===== src/rtl/instr_fetch_unit.sv =====
// instr_fetch_unit
//   Front end of a single-cycle core. Owns the PC, fetches one 32-bit word at
//   a time from instruction memory, splits it into decode fields and hands it
//   downstream under valid/ready. Branch/jump resolution can redirect the PC
//   at any time.
//
// Ports
//   clk, reset            : clock, synchronous active-high reset
//   imem_req/imem_addr    : one-cycle fetch strobe and word address
//   imem_valid/imem_rdata : memory response (one request outstanding)
//   issue_valid/ready     : downstream handshake for the held instruction
//   Instruction, pc_out   : raw word and its address
//   Opcode, Funct, rs1, rs2, rd, imm : decode fields of the held word
//   redirect_valid/pc     : PC replacement, squashes whatever is in flight
module instr_fetch_unit #(
    parameter logic [31:0] RESET_PC = 32'h0000_0000
) (
    input  logic        clk,
    input  logic        reset,
    output logic        imem_req,
    output logic [31:0] imem_addr,
    input  logic        imem_valid,
    input  logic [31:0] imem_rdata,
    output logic        issue_valid,
    input  logic        issue_ready,
    output logic [31:0] Instruction,
    output logic [31:0] pc_out,
    output logic [6:0]  Opcode,
    output logic [3:0]  Funct,
    output logic [4:0]  rs1,
    output logic [4:0]  rs2,
    output logic [4:0]  rd,
    output logic [31:0] imm,
    input  logic        redirect_valid,
    input  logic [31:0] redirect_pc
);

    typedef enum logic [1:0] {FETCH, WAIT, ISSUE} state_t;

    state_t      state, state_n;
    logic [31:0] pc;
    logic [31:0] ir;
    logic [31:0] ir_pc;
    logic        drop;
    // Cleared by reset, set one cycle later: keeps imem_req low while reset is
    // held and for the release cycle, without an input-to-output path.
    logic        run;

    logic        unused_bits;
    assign unused_bits = ^redirect_pc[1:0];

    // ---------------- state register ----------------
    always_ff @(posedge clk) begin
        if (reset) state <= FETCH;
        else       state <= state_n;
    end

    // ---------------- next state ----------------
    always_comb begin
        state_n = state;
        unique case (state)
            // A request always goes out when running; a redirect in the same
            // cycle only marks its response stale, so WAIT either way.
            FETCH: if (run) state_n = WAIT;
            // A redirect coinciding with the response consumes that response
            // as stale: nothing else is outstanding, so refetch directly.
            WAIT:  if (imem_valid) state_n = (drop || redirect_valid) ? FETCH : ISSUE;
            ISSUE: if (redirect_valid || issue_ready) state_n = FETCH;
            default: state_n = FETCH;
        endcase
    end

    // ---------------- outputs ----------------
    always_comb begin
        imem_req    = run && (state == FETCH);
        imem_addr   = pc;
        issue_valid = (state == ISSUE);
    end

    // ---------------- datapath ----------------
    always_ff @(posedge clk) begin
        if (reset) begin
            pc    <= RESET_PC;
            drop  <= 1'b0;
            ir    <= 32'd0;
            ir_pc <= 32'd0;
            run   <= 1'b0;
        end else begin
            run <= 1'b1;

            if (redirect_valid)
                pc <= {redirect_pc[31:2], 2'b00};
            else if (state == ISSUE && issue_ready)
                pc <= pc + 32'd4;

            unique case (state)
                FETCH: if (redirect_valid && run) drop <= 1'b1;
                // Only one response is ever outstanding, so it clears drop no
                // matter how many redirects arrived while waiting.
                WAIT: begin
                    if (imem_valid)          drop <= 1'b0;
                    else if (redirect_valid) drop <= 1'b1;
                end
                default: ;
            endcase

            if (state == WAIT && imem_valid && !drop && !redirect_valid) begin
                ir    <= imem_rdata;
                ir_pc <= pc;
            end
        end
    end

    // ---------------- decode (from ir only) ----------------
    assign Instruction = ir;
    assign pc_out      = ir_pc;
    assign Opcode      = ir[6:0];
    assign Funct       = {ir[30], ir[14:12]};
    assign rs1         = ir[19:15];
    assign rs2         = ir[24:20];
    assign rd          = ir[11:7];

    always_comb begin
        imm = 32'd0;
        unique case (ir[6:0])
            7'b0010011, 7'b0000011, 7'b1100111:
                imm = {{20{ir[31]}}, ir[31:20]};
            7'b0100011:
                imm = {{20{ir[31]}}, ir[31:25], ir[11:7]};
            7'b1100011:
                imm = {{19{ir[31]}}, ir[31], ir[7], ir[30:25], ir[11:8], 1'b0};
            7'b0110111, 7'b0010111:
                imm = {ir[31:12], 12'd0};
            7'b1101111:
                imm = {{11{ir[31]}}, ir[31], ir[19:12], ir[20], ir[30:21], 1'b0};
            default:
                imm = 32'd0;
        endcase
    end

endmodule


===== config.mk =====
export PLATFORM = sky130hd
export DESIGN_NAME = instr_fetch_unit
export DESIGN_NICKNAME = d
export VERILOG_FILES = /design/src/rtl/instr_fetch_unit.sv
export SDC_FILE = /design/constraint.sdc
export NUM_CORES = 1
export LEC_CHECK = 0
export ABC_CLOCK_PERIOD_IN_PS = 5700
export BUFFER_PORTS_ARGS = -buffer_cell sky130_fd_sc_hd__buf_2
export CAP_MARGIN = 20
export CELL_PAD_IN_SITES_DETAIL_PLACEMENT = 2
export CELL_PAD_IN_SITES_GLOBAL_PLACEMENT = 2
export CORE_UTILIZATION = 27
export DETAILED_ROUTE_END_ITERATION = 8
export GPL_TIMING_DRIVEN = 0
export PLACE_DENSITY_LB_ADDON = 0.1
export SYNTH_ARGS = -nofsm -noshare
export SYNTH_HDL_FRONTEND = slang
export SYNTH_SLANG_ARGS = --single-unit

===== constraint.sdc =====
create_clock -name clk -period 5.7 [get_ports clk]
set_input_delay 0.285 -clock clk [delete_from_list [all_inputs] [get_ports clk]]
set_output_delay 0.285 -clock clk [all_outputs]
set_load 0.02 [all_outputs]

==> impl_metrics.env <==
export IMPL_status="finished clean"
export IMPL_final_area_mm2=0.00646
export IMPL_drive_above_1_share_pct=32.9
export IMPL_avgSynthCellArea_um2=7.77
export IMPL_yosysTopAreaCellShare_pct=40.7
export IMPL_p_comb_share_pct=12.2
export IMPL_io_pins=225
export IMPL_hpwl_mm=15.4
export IMPL_worstPathMaxFanout=10
export IMPL_ys_top_cells_by_area="dfxtp_1, nand2_1, a21oi_1"
export IMPL_final_period_utilization_pct=49.0
export IMPL_synth_top_family_by_area="simple AND/OR/NAND/NOR gates"
export IMPL_post_cts_setup_buffers=0
export IMPL_crit_chain="clkbuf_1 > and4b_1 > inv_1 > a211oi_1 > clkbuf_1 > a21o_1 > buf_2"
export IMPL_via_per_inst=4.99
export IMPL_fmax_ghz=0.358
export IMPL_clkPwrFrac_pct=41.2
export IMPL_cts_clk_slew_worst_paths_ns=0.07
export IMPL_ant_nets=0
export IMPL_synth_cells=608
export IMPL_setup_violations=0
export IMPL_grtUsageTotal_pct=22.1
export IMPL_fin_setup_tns_ns=0
export IMPL_gp_congestion=0.844
export IMPL_cts_resized=0
export IMPL_ir_drop_v=0.000156
export IMPL_muxShareOfSynthArea_pct=0.238
export IMPL_drt_iter0_drc=181
export IMPL_grt_max_degree=16
export IMPL_synth_common_cells="nand2_1, dfxtp_1, a21oi_1"
export IMPL_ys_ff_latch=96
export IMPL_max_stage_delay_ns=0.39
export IMPL_cp_data_arrival_time_ns=2.51
export IMPL_skew_ns=0.00919
export IMPL_synth_simple_area_share_pct=27.4
export IMPL_synth_cell_area_mm2=0.00472
export IMPL_clk_insertion_delay_late_ns=0.35
export IMPL_power_frac_seq_pct=46.7
export IMPL_die_y_um=134
export IMPL_postSynth_asyncResetShare_pct=0
export IMPL_start_util_pct=28.1
export IMPL_root_buffer="clkbuf_16"
export IMPL_die_x_um=134
export IMPL_htree_levels=3
export IMPL_cts_buffers=9
export IMPL_fp_row_count=47
export IMPL_fp_coreArea_mm2=0.0168
export IMPL_synth_most_common_cell="nand2_1"
export IMPL_ys_flop_type="dfxtp_1"
export IMPL_placement_cell_area_mm2=0.00614
export IMPL_syn_to_final_growth_pct=36.7
export IMPL_ys_warn_count=0
export IMPL_ys_seq_area_share_pct=40.7
export IMPL_wl_per_cell_um=18.4
export IMPL_cts_sinks=96
export IMPL_grt_pass1_vias=5657
export IMPL_worst_setup_path_end_kind="primary output"
export IMPL_min_period_ns=2.79
export IMPL_drtPass1Iterations=4
export IMPL_io_buffers=218
export IMPL_power_leakage_uw=0.00305
export IMPL_synth_fa_ha_area_share_pct=0.265
export IMPL_fin_nets=915
export IMPL_hold_viol=0
export IMPL_grt_antenna_before_repair=1
export IMPL_crit_type="register to primary output"
export IMPL_path_buf_inv=4
export IMPL_ys_types=53
export IMPL_p_per_area_mw_per_mm2=243
export IMPL_cap_violations=0
export IMPL_hold_ws_ns=0.173
export IMPL_fp_dieArea_mm2=0.0180
export IMPL_synth_compound_area_share_pct=20.2
export IMPL_yosys_area_share_xor_xnor_pct=1.85
export IMPL_grt_pass1_wl_mm=31.2
export IMPL_cp_start_kind="register"
export IMPL_slew_headroom_pct=23.0
export IMPL_required_ns=5.41
export IMPL_cts_buffer_depth=2
export IMPL_cts_hold_buf=0
export IMPL_grt_overflow_total=0
export IMPL_vias=5343
export IMPL_wl_mm=19.7
export IMPL_synth_edf_count=0
export IMPL_finalMaxSlewViolations=0
export IMPL_yosys_area_top_type="dfxtp_1"
export IMPL_cts_tree="built"
export IMPL_path_delay_family="buffers and inverters"
export IMPL_drc_errors=0
export IMPL_rsz0062_at_grt="no"
export IMPL_internal_power_uw=1130
export IMPL_switching_share_pct=27.8
export IMPL_critPathSlowestCell="clkbuf_1"
export IMPL_p_sw_uw=436
export IMPL_worst_path_most_repeated_cell="clkbuf_1"
export IMPL_min_delay_path_class="input pin to register"
export IMPL_tightest_slew_ns=1.14
-- stage by stage --
step | setup WS, ns | cells | power, uW | util, %
3_3_place_gp | 2.77 | 1049 | 932 | 36.3
5_1_grt | 2.70 | 1070 | 1630 | 38.4
4_1_cts | 2.82 | 1069 | 1580 | 38.3
6_report | 2.91 | 1071 | 1570 | 38.4
3_5_place_dp | 3.17 | 1053 | 940 | 36.5
2_1_floorplan | 3.34 | 611 | 846 | -
-- worst paths after layout --
check                 start             end  slack (ns)  depth (start not counted)
max          Instruction[6]         imm[21]        2.91                          7
min           imem_rdata[6]  Instruction[6]        0.17                          3
max reg2reg    imem_addr[2]   imem_addr[28]        3.11                          5
min reg2reg      pc_out[14]      pc_out[14]        0.46                          2
-- flip-flops by register name (all words and copies together), names as in the netlist --
signal and cells:
state 2, drop 1, pc_out 30, run 1, Instruction 32, imem_addr 30
-- cells in the final DEF (no fill, tap or decap), types with 3 or more instances in the layout --
| cell | count |
|---|---|
| a2111oi_0 | 5 |
| a211oi_1 | 15 |
| a21o_1 | 19 |
| a21oi_1 | 71 |
| a221oi_1 | 3 |
| a22o_1 | 4 |
| a311oi_1 | 7 |
| and2_1 | 6 |
| and3_1 | 6 |
| and4_1 | 8 |
| buf_2 | 222 |
| buf_4 | 34 |
| clkbuf_1 | 38 |
| clkbuf_16 | 9 |
| clkinvlp_4 | 3 |
| conb_1 | 4 |
| dfxtp_1 | 96 |
| inv_1 | 13 |
| nand2_1 | 143 |
| nand3_1 | 6 |
| nand4_1 | 12 |
| nor2_1 | 33 |
| nor2b_1 | 5 |
| nor3_1 | 6 |
| nor3b_1 | 3 |
| nor4_1 | 9 |
| o21ai_0 | 9 |
| o31ai_1 | 6 |
| or4_1 | 11 |
| xnor2_1 | 8 |
-- metal layers --
metal,track usage [%],vias to the layer above,routed length [um]
met4,7.12,2,320
met2,40.9,168,10100
li1,-,2584,-
met3,3.36,22,1050
met1,25.9,2567,8210
met5,0,-,13
-- worst register-to-register path, delay by kind of cell (launching register included) --
family / cells / cell delay (ns)
flip-flops: 1 / 0.49
AND/OR/NAND/NOR: 3 / 1.51
AO/OA/AOI/OAI: 1 / 0.22
adder cells (fa/ha/maj): 1 / 0.27
-- power by group through the flow --
stage	Clock [uW]	Sequential [uW]	Combinational, uW
after floorplan	0	762	84.5
after global placement	0	745	187
after detailed placement	0	747	193
after CTS	658	732	194
after global routing	686	736	209
final	645	731	191
-- cell type report --
cell class | count | area, um2
fillers | 2001 | 10400
clock buffers | 12 | 256
plain buffers | 71 | 387
multi-input cells | 430 | 2380
flip-flops and latches | 96 | 1920
inverters | 14 | 52.6
clock inverters | 4 | 52.6
well taps | 220 | 275
diodes | 1 | 2.50
repair buffers | 223 | 1120
-- logic make-up after synthesis --
family	after synthesis
and+or+nand+nor	265
buffers and inverters	85
AOI/OAI and AO/OA	149
xor gates and xnor gates	10
DFF	96
adders and majority gates	1
other	1
muxes	1
No activity file was read; power rests on OpenSTA's default activity.
